`config.mk`:
```
export PLATFORM = sky130hd
export DESIGN_NAME = mmio_timer
export DESIGN_NICKNAME = d
export VERILOG_FILES = /design/src/rtl/timer_pkg.sv /design/src/rtl/timer_prescaler.sv /design/src/rtl/mmio_timer.sv
export SDC_FILE = /design/constraint.sdc
export NUM_CORES = 1
export LEC_CHECK = 0
export CAP_MARGIN = 0
export CELL_PAD_IN_SITES_DETAIL_PLACEMENT = 2
export CELL_PAD_IN_SITES_GLOBAL_PLACEMENT = 2
export CORE_ASPECT_RATIO = 1.4
export CORE_MARGIN = 3
export CORE_UTILIZATION = 31
export DETAILED_ROUTE_END_ITERATION = 8
export PLACE_DENSITY_LB_ADDON = 0.08
export REMOVE_ABC_BUFFERS = 1
export SETUP_SLACK_MARGIN = 0.15
export SYNTH_ARGS = -nofsm -noshare
export SYNTH_HDL_FRONTEND = slang
export SYNTH_HIERARCHICAL = 1
export SYNTH_SLANG_ARGS = --single-unit
```
`constraint.sdc`:
```
create_clock -name clk -period 3 [get_ports clk]
set_clock_uncertainty 0.15 [all_clocks]
set_input_delay 0.6 -clock clk [delete_from_list [all_inputs] [get_ports clk]]
set_output_delay 0.6 -clock clk [all_outputs]
set_load 0.005 [all_outputs]
```
`src/rtl/timer_pkg.sv`:
```
// Shared constants, control register layout and byte-enable helper for the mmio_timer peripheral.
package timer_pkg;

    localparam int unsigned DATA_W  = 32;
    localparam int unsigned PRESC_W = 16;
    localparam int unsigned BE_W    = DATA_W / 8;

    localparam int unsigned TMR_CTRL_OFS  = 32'h000;
    localparam int unsigned TMR_COUNT_OFS = 32'h004;
    localparam int unsigned TMR_CMP_OFS   = 32'h008;
    localparam int unsigned TMR_STAT_OFS  = 32'h00C;
    localparam int unsigned TMR_PRESC_OFS = 32'h010;

    localparam int unsigned CTRL_EN_BIT    = 0;
    localparam int unsigned CTRL_AR_BIT    = 1;
    localparam int unsigned CTRL_IRQEN_BIT = 2;
    localparam int unsigned CTRL_W         = 3;
    localparam int unsigned STAT_MATCH_BIT = 0;

    localparam logic [DATA_W-1:0] COMPARE_RST = 32'hFFFF_FFFF;

    // Field order mirrors CTRL bit positions (en is bit 0).
    typedef struct packed {
        logic irqen;
        logic autoreload;
        logic en;
    } ctrl_t;

    function automatic logic [DATA_W-1:0] be_merge(
        input logic [DATA_W-1:0] old_v,
        input logic [DATA_W-1:0] new_v,
        input logic [BE_W-1:0]   be
    );
        logic [DATA_W-1:0] res;
        res = old_v;
        for (int i = 0; i < int'(BE_W); i++) begin
            if (be[i]) res[8*i +: 8] = new_v[8*i +: 8];
        end
        return res;
    endfunction

endpackage

```
`src/rtl/timer_prescaler.sv`:
```
// Prescale counter: issues one tick every presc+1 enabled cycles; held at zero while disabled.
module timer_prescaler
    import timer_pkg::*;
(
    input  logic               clk,
    input  logic               reset,
    input  logic               en,
    input  logic [PRESC_W-1:0] presc,
    output logic               tick
);

    logic [PRESC_W-1:0] pcnt;

    assign tick = en & (pcnt == presc);

    // pcnt wraps at all-ones if presc was lowered below it while running.
    always_ff @(posedge clk) begin
        if (reset || !en) begin
            pcnt <= '0;
        end else if (tick) begin
            pcnt <= '0;
        end else begin
            pcnt <= pcnt + PRESC_W'(1);
        end
    end

endmodule

```
`src/rtl/mmio_timer.sv`:
```
// Memory-mapped 32-bit timer with compare/match, auto-reload and level irq.
// Optional prescaler and PRESCALE register are built when TIMER_PRESCALE_EN is defined.
module mmio_timer
    import timer_pkg::*;
#(
    parameter int unsigned ADDR_W = 12
) (
    input  logic              clk,
    input  logic              reset,
    input  logic              cs_n,
    input  logic              we,
    input  logic [ADDR_W-1:0] addr,
    input  logic [31:0]       wdata,
    input  logic [3:0]        be,
    output logic [31:0]       rdata,
    output logic              irq
);

    ctrl_t              ctrl_q, ctrl_d;
    logic [DATA_W-1:0]  count_q, count_d;
    logic [DATA_W-1:0]  cmp_q, cmp_d;
    logic               match_q, match_d;
    logic               irq_q, irq_d;
    logic [DATA_W-1:0]  rdata_q, rdata_d;
    logic               tick, hit;
    logic               wr, rd;
    logic [ADDR_W-1:0]  word;
    logic               sel_ctrl, sel_count, sel_cmp, sel_stat;

    assign wr   = !cs_n &  we;
    assign rd   = !cs_n & !we;
    assign word = addr & ~ADDR_W'(3);

    assign sel_ctrl  = (word == ADDR_W'(TMR_CTRL_OFS));
    assign sel_count = (word == ADDR_W'(TMR_COUNT_OFS));
    assign sel_cmp   = (word == ADDR_W'(TMR_CMP_OFS));
    assign sel_stat  = (word == ADDR_W'(TMR_STAT_OFS));

`ifdef TIMER_PRESCALE_EN
    logic [PRESC_W-1:0] presc_q, presc_d;
    logic               sel_presc;

    assign sel_presc = (word == ADDR_W'(TMR_PRESC_OFS));

    timer_prescaler u_prescaler (
        .clk   (clk),
        .reset (reset),
        .en    (ctrl_q.en),
        .presc (presc_q),
        .tick  (tick)
    );
`else
    assign tick = ctrl_q.en;
`endif

    assign hit = tick & (count_q == cmp_q);

    // Next-state: CPU writes beat the tick update of COUNT; a new match beats W1C.
    always_comb begin
        ctrl_d  = ctrl_q;
        count_d = count_q;
        cmp_d   = cmp_q;
        match_d = match_q;
        rdata_d = '0;
`ifdef TIMER_PRESCALE_EN
        presc_d = presc_q;
`endif
        if (tick) begin
            count_d = (hit && ctrl_q.autoreload) ? '0 : count_q + DATA_W'(1);
        end
        if (wr) begin
            if (sel_ctrl && be[0]) ctrl_d = ctrl_t'(wdata[CTRL_W-1:0]);
            if (sel_count)         count_d = be_merge(count_q, wdata, be);
            if (sel_cmp)           cmp_d = be_merge(cmp_q, wdata, be);
            if (sel_stat && be[0] && wdata[STAT_MATCH_BIT]) match_d = 1'b0;
`ifdef TIMER_PRESCALE_EN
            if (sel_presc) presc_d = PRESC_W'(be_merge(DATA_W'(presc_q), wdata, be));
`endif
        end
        if (hit) match_d = 1'b1;
        if (rd) begin
            if (sel_ctrl)       rdata_d = DATA_W'(ctrl_q);
            else if (sel_count) rdata_d = count_q;
            else if (sel_cmp)   rdata_d = cmp_q;
            else if (sel_stat)  rdata_d = DATA_W'(match_q);
`ifdef TIMER_PRESCALE_EN
            else if (sel_presc) rdata_d = DATA_W'(presc_q);
`endif
        end
        irq_d = match_d & ctrl_d.irqen;
    end

    always_ff @(posedge clk) begin
        if (reset) begin
            ctrl_q  <= '0;
            count_q <= '0;
            cmp_q   <= COMPARE_RST;
            match_q <= 1'b0;
            irq_q   <= 1'b0;
            rdata_q <= '0;
`ifdef TIMER_PRESCALE_EN
            presc_q <= '0;
`endif
        end else begin
            ctrl_q  <= ctrl_d;
            count_q <= count_d;
            cmp_q   <= cmp_d;
            match_q <= match_d;
            irq_q   <= irq_d;
            rdata_q <= rdata_d;
`ifdef TIMER_PRESCALE_EN
            presc_q <= presc_d;
`endif
        end
    end

    assign rdata = rdata_q;
    assign irq   = irq_q;

endmodule

```
==> flow_metrics.tcl, run 1 <==
set metrics [dict create \
    fin_tns_setup_ps 0 \
    die_y_microns 157.5 \
    track_usage_pct 23.49 \
    grt_max_degree 24 \
    yosys_most_used_dff "dfxtp_1" \
    yosysSeqAreaShare_pct 39.79 \
    syn2layout_area_growth_pct 32.70 \
    synth-seq-cells 101 \
    netlist_area_sq_um 5081 \
    num-nets-final 779 \
    required_ps 3090 \
    fp.dieArea_sq_um 17980 \
    fin_crit_sh_pct 92.44 \
    ios 85 \
    dr_wl_met3_microns 579 \
    row_count 54 \
    place_congestion 0.8581 \
    overflow 0 \
    vdd_drop_max_mv 0.2253 \
    hpwl_mm 15.04 \
    drtIter0Drc 183 \
    wl_mm 20.20 \
    maxCapViolCount 0 \
    drt-wirelength-per-cell_microns 21.79 \
    clk_latency_ps 360 \
    clock_sinks 101 \
    hold_path_depth 2 \
    r2r_start "tick" \
    cts_tree "yes" \
    rsz0062_at_grt "no" \
    synth_top_area_share_pct 39.79 \
    r2r_slack_ps 460 \
    fmax_mhz 360.6 \
    synth-edff-count 0 \
    antennaDiodeCount 0 \
    final_common_cell "dfxtp_1" \
    drc 0 \
    fin_hold_ws_ps 349.9 \
    wl_met1_mm 8.463 \
    grt_antenna_before_repair 0 \
    crit_fanout 8 \
    crit_type "primary input to register" \
    hold_buffers 0 \
    timing.rr.end "count_q[1]" \
    routed.top_layer "met4" \
    drive_gt1_share_pct 10.81 \
    syn_area_per_cell_sq_um 7.977 \
    grt_pass1_wl_mm 32.55 \
    clockRootBuffer "clkbuf_16" \
    hold-path-endpoint "cmp_q[9]" \
    routed_via_density 5.576 \
    fp.coreArea_sq_um 15810 \
    p_leak_nw 2.461 \
    synth.distinct_cells 52 \
    async_reset_ff_share_pct 0 \
    hold_viol 0 \
    drtAntennaViolNets 0 \
    hp-start "cmp_q[9]" \
    most-common-layout-cells "dfxtp_1 (101), nand2_1 (89), clkdlybuf4s50_1 (78)" \
    initial_core_util_pct 32.14 \
    fin_crit_ps 2773 \
    port-buffer-count 82 \
    power_density_nw_per_um2 414.2 \
    p_total_mw 2.793 \
    grt_pass1_vias 5813 \
    met2_length_mm 10.65 \
    yosysTopAreaCell "dfxtp_1" \
    cts.clk_slew.worst_paths_ps 70 \
    tightest_slew_ps 657.1 \
    synth_area_leaders "dfxtp_1 (40%), nand2_1 (6.6%), xnor2_1 (5.5%)" \
    setup_viol 0 \
    yosys_warnings 6 \
    syn-instance-count 637 \
    max-clock-path-buffers 2 \
    worstHoldPathType "register to register" \
    reg2regPathDepth 6 \
    htreeDepth 3 \
    crit_arrival_ps 2870 \
    routed-via-count 5169 \
    slew_viol_final 0 \
    die_w_microns 114.2 \
    cp-end-kind "register" \
    cts_made_buffers 9 \
    start_kind "primary input" \
    relSlewSlack_pct 55.85 \
    dr.pass1.iters 4 \
    status "complete, no violations" \
]
[synthesized netlist by cell type (all sizes together) (14+ instances only)]
library cell	n
a21oi	27
nand4	15
clkbuf	39
xnor2	32
nand3	45
nor2	64
a22oi	31
dfxtp	101
nand2	89
nor4	15
mux2i	17
nor3	16
buf	14
[cells by family (layout without fill, tap and decap cells)]
| group | Yosys count | count (layout) | share of synthesized area (%) |
|---|---|---|---|
| and+or+nand+nor | 291 | 291 | 27.75 |
| xor gates and xnor gates | 40 | 40 | 6.895 |
| muxes | 17 | 17 | 3.349 |
| adders and majority gates | 1 | 1 | 0.2462 |
| DFF | 101 | 101 | 39.79 |
| AOI/OAI and AO/OA | 120 | 120 | 16.42 |
| buffers and inverters | 67 | 161 | 5.540 |
[critical path: stages]
cell,delay (ps)
clkdlybuf4s50_1,440
or4_4,500
or4_4,540
buf_12,170
or2_2,300
a21boi_0,140
nor2_1,110
nor3_1,70
[sequential cells by signal, summed over array words and instances, names as in the netlist]
name,flops
match_q,1
rdata,32
ctrl_q,2
count_q,32
tick,1
cmp_q,32
irq,1
[power breakdown]
group	internal, mW	total [mW]	leakage (nW)	switching [mW]
sequential	1.34	1.34	0.814	0.000302
combinational	0.0826	0.162	1.50	0.0789
clock	0.736	1.29	0.150	0.556
total	2.16	2.79	2.46	0.635
[final cells by class]
| type | count | area [sq um] |
|---|---|---|
| Clock inverter | 5 | 85.08 |
| Fill cell | 1776 | 9067 |
| Timing Repair Buffer | 131 | 1277 |
| Tap cell | 196 | 245.2 |
| Sequential cell | 101 | 2022 |
| Multi-Input combinational cell | 469 | 2828 |
| Clock buffer | 11 | 232.7 |
| Inverter | 14 | 52.55 |
[through the flow]
step | worst slack (ps) | instance area [sq um] | std cells | util, %
2_1_floorplan | -682.2 | 4852 | 584 | -
3_3_place_gp | -170.2 | 6355 | 909 | 40.19
3_5_place_dp | -224.6 | 6355 | 909 | 40.19
4_1_cts | 161.7 | 6696 | 927 | 42.36
5_1_grt | 163.7 | 6743 | 927 | 42.65
6_report | 226.9 | 6743 | 927 | 42.65
[routing by layer]
metal / GRT usage [%] / vias up
li1: - / 2442
met1: 27.53 / 2606
met2: 43.19 / 90
met3: 2.923 / 31
met4: 8.885 / 0
met5: 0 / -
[repair_timing]
item,4_1_cts,5_1_grt
buffers inserted,2,0
gates cloned,0,0
endpoints found under the setup margin,1,29
gates resized for setup,4,10
pin swaps,1,6
hold endpoints to repair,0,0
[how the worst max path moves through the flow]
stage	cells past startpoint	slack [ps]	end	from
after floorplan	6	-680	cmp_q[24]	addr[5]
after global placement	7	-170	count_q[7]	addr[5]
after detailed placement	8	-220	count_q[24]	addr[9]
after CTS	9	160	count_q[23]	addr[8]
after global routing	7	160	count_q[4]	addr[11]
final	8	230	count_q[24]	addr[11]
No activity file was read; power rests on OpenSTA's default activity.
==> run 2, diff against run 1 <==
Settings changed: PLACE_DENSITY set to 0.82, PLACE_DENSITY_LB_ADDON 0.08 to unset.
==> flow_metrics.tcl, run 2 (synthesis results as in run 1) <==
set metrics [dict create \
    wl_mm 20.92 \
    overflow 0 \
    grt_pass1_wl_mm 32.89 \
    num-nets-final 771 \
    hpwl_mm 15.36 \
    clock_sinks 101 \
    p_leak_nw 2.424 \
    maxCapViolCount 0 \
    vdd_drop_max_mv 0.2465 \
    start_kind "primary input" \
    drc 0 \
    tightest_slew_ps 670.8 \
    most-common-layout-cells "dfxtp_1 (101), nand2_1 (89), clkdlybuf4s50_1 (79)" \
    clockRootBuffer "clkbuf_16" \
    grt_pass1_vias 5826 \
    cts.clk_slew.worst_paths_ps 70 \
    syn2layout_area_growth_pct 32.09 \
    fp.dieArea_sq_um 17980 \
    rsz0062_at_grt "no" \
    port-buffer-count 82 \
    reg2regPathDepth 6 \
    dp.cells 903 \
    cts_tree "yes" \
    drt-wirelength-per-cell_microns 22.78 \
    die_w_microns 114.2 \
    setup_viol 0 \
    r2r_slack_ps 410 \
    place_congestion 0.8881 \
    initial_core_util_pct 32.14 \
    hold_path_depth 2 \
    fin_crit_sh_pct 93.35 \
    die_y_microns 157.5 \
    ios 85 \
    required_ps 3140 \
    crit_arrival_ps 2940 \
    power_density_nw_per_um2 417.1 \
    hold_viol 0 \
    routed_via_density 5.673 \
    slew_viol_final 0 \
    cp-end-kind "register" \
    hold_buffers 0 \
    register_area_sq_um 2022 \
    final_common_cell "dfxtp_1" \
    post-place-ws_ps -203.0 \
    cts_made_buffers 9 \
    grt_antenna_before_repair 0 \
    nFillCells 1784 \
    crit_type "primary input to register" \
    max-clock-path-buffers 2 \
    fin_tns_setup_ps 0 \
    clk_latency_ps 360 \
    crit_fanout 7 \
    row_count 54 \
    fin_ws_ps 199.6 \
    drtAntennaViolNets 0 \
    multiInputGateArea_sq_um 2858 \
    r2r_start "count_q[5]" \
    grt_max_degree 24 \
    drtIter0Drc 275 \
    fin_crit_ps 2800 \
    track_usage_pct 23.51 \
    hp-start "cmp_q[9]" \
    dr.pass1.iters 4 \
    htreeDepth 3 \
    p_total_mw 2.799 \
    antennaDiodeCount 0 \
    routed-via-count 5208 \
    relSlewSlack_pct 54.93 \
    fmax_mhz 357.1 \
    fin_util_pct 42.45 \
    status "complete, no violations" \
    layout.cells.non_filler 918 \
    drive_gt1_share_pct 10.39 \
    timing.rr.end "count_q[24]" \
    fp.coreArea_sq_um 15810 \
    hold-path-endpoint "cmp_q[9]" \
    worstHoldPathType "register to register" \
]
==> run 2: cell count changes in the layout (fill, tap and decap cells not counted), sizes merged <==
cell / change
buf: -8
clkdlybuf4s50: +1
clkinv: -1
dlygate4sd2: -1
==> run 2: timing repair <==
| action | in CTS | in global routing |
|---|---|---|
| setup buffers | 0 | 0 |
| endpoints found under the setup margin | 3 | 61 |
| gates cloned | 0 | 0 |
| pin swaps | 1 | 5 |
| resized for setup | 0 | 19 |
==> run 2: per-layer routing <==
metal | wire [microns] | global-route usage [%]
met1 | 8390 | 27.55
met2 | 11280 | 43.50
met3 | 679 | 2.154
met4 | 563 | 9.508
met5 | 0 | 0
==> run 2: critical path, stage by stage <==
cell and delay [ps]:
clkdlybuf4s50_1 440, or4_4 440, or4_4 650, buf_6 180
o2111ai_1 220, xnor2_1 170, nand2_1 90, a21oi_1 140
==> run 2: stage by stage <==
stage / instance area [sq um] / hold slack, ps
2_1_floorplan: 4852 / 300.5
3_3_place_gp: 6310 / 333.0
3_5_place_dp: 6310 / 348.8
4_1_cts: 6625 / 358.6
5_1_grt: 6711 / 375.6
6_report: 6711 / 354.2
==> run 2: how the worst max path moves through the flow <==
| stage | cells after the start | from | slack, ps | end |
|---|---|---|---|---|
| floorplan | 6 | addr[5] | -680 | cmp_q[24] |
| global placement | 8 | addr[5] | -160 | count_q[22] |
| detailed placement | 8 | addr[9] | -200 | count_q[23] |
| CTS | 8 | addr[5] | 140 | count_q[21] |
| global route | 8 | addr[10] | 110 | count_q[7] |
| finish | 8 | addr[10] | 200 | count_q[22] |
==> run 2: area by class of cell <==
cell class                      instances  share of cell area (%)
Tap cell                              196                   3.654
Timing Repair Buffer                  123                   18.16
Sequential cell                       101                   30.13
Clock buffer                           11                   3.617
Inverter                               14                  0.7830
Multi-Input combinational cell        469                   42.58
Clock inverter                          4                   1.081
==> run 2: report_power, final <==
| group | switching, mW | leakage [nW] | internal [mW] | total [mW] |
|---|---|---|---|---|
| combinational | 0.0845 | 1.46 | 0.0841 | 0.169 |
| clock | 0.541 | 0.152 | 0.750 | 1.29 |
| sequential | 0.000330 | 0.814 | 1.34 | 1.34 |
| total | 0.626 | 2.42 | 2.17 | 2.80 |
==> run 3, diff against run 2 <==
Settings changed: PLACE_DENSITY 0.82 to unset, PLACE_DENSITY_LB_ADDON set to 0.08.
==> results of run 3 <==
Same layout as run 1: the final DEF is identical, and so are final timing and power.
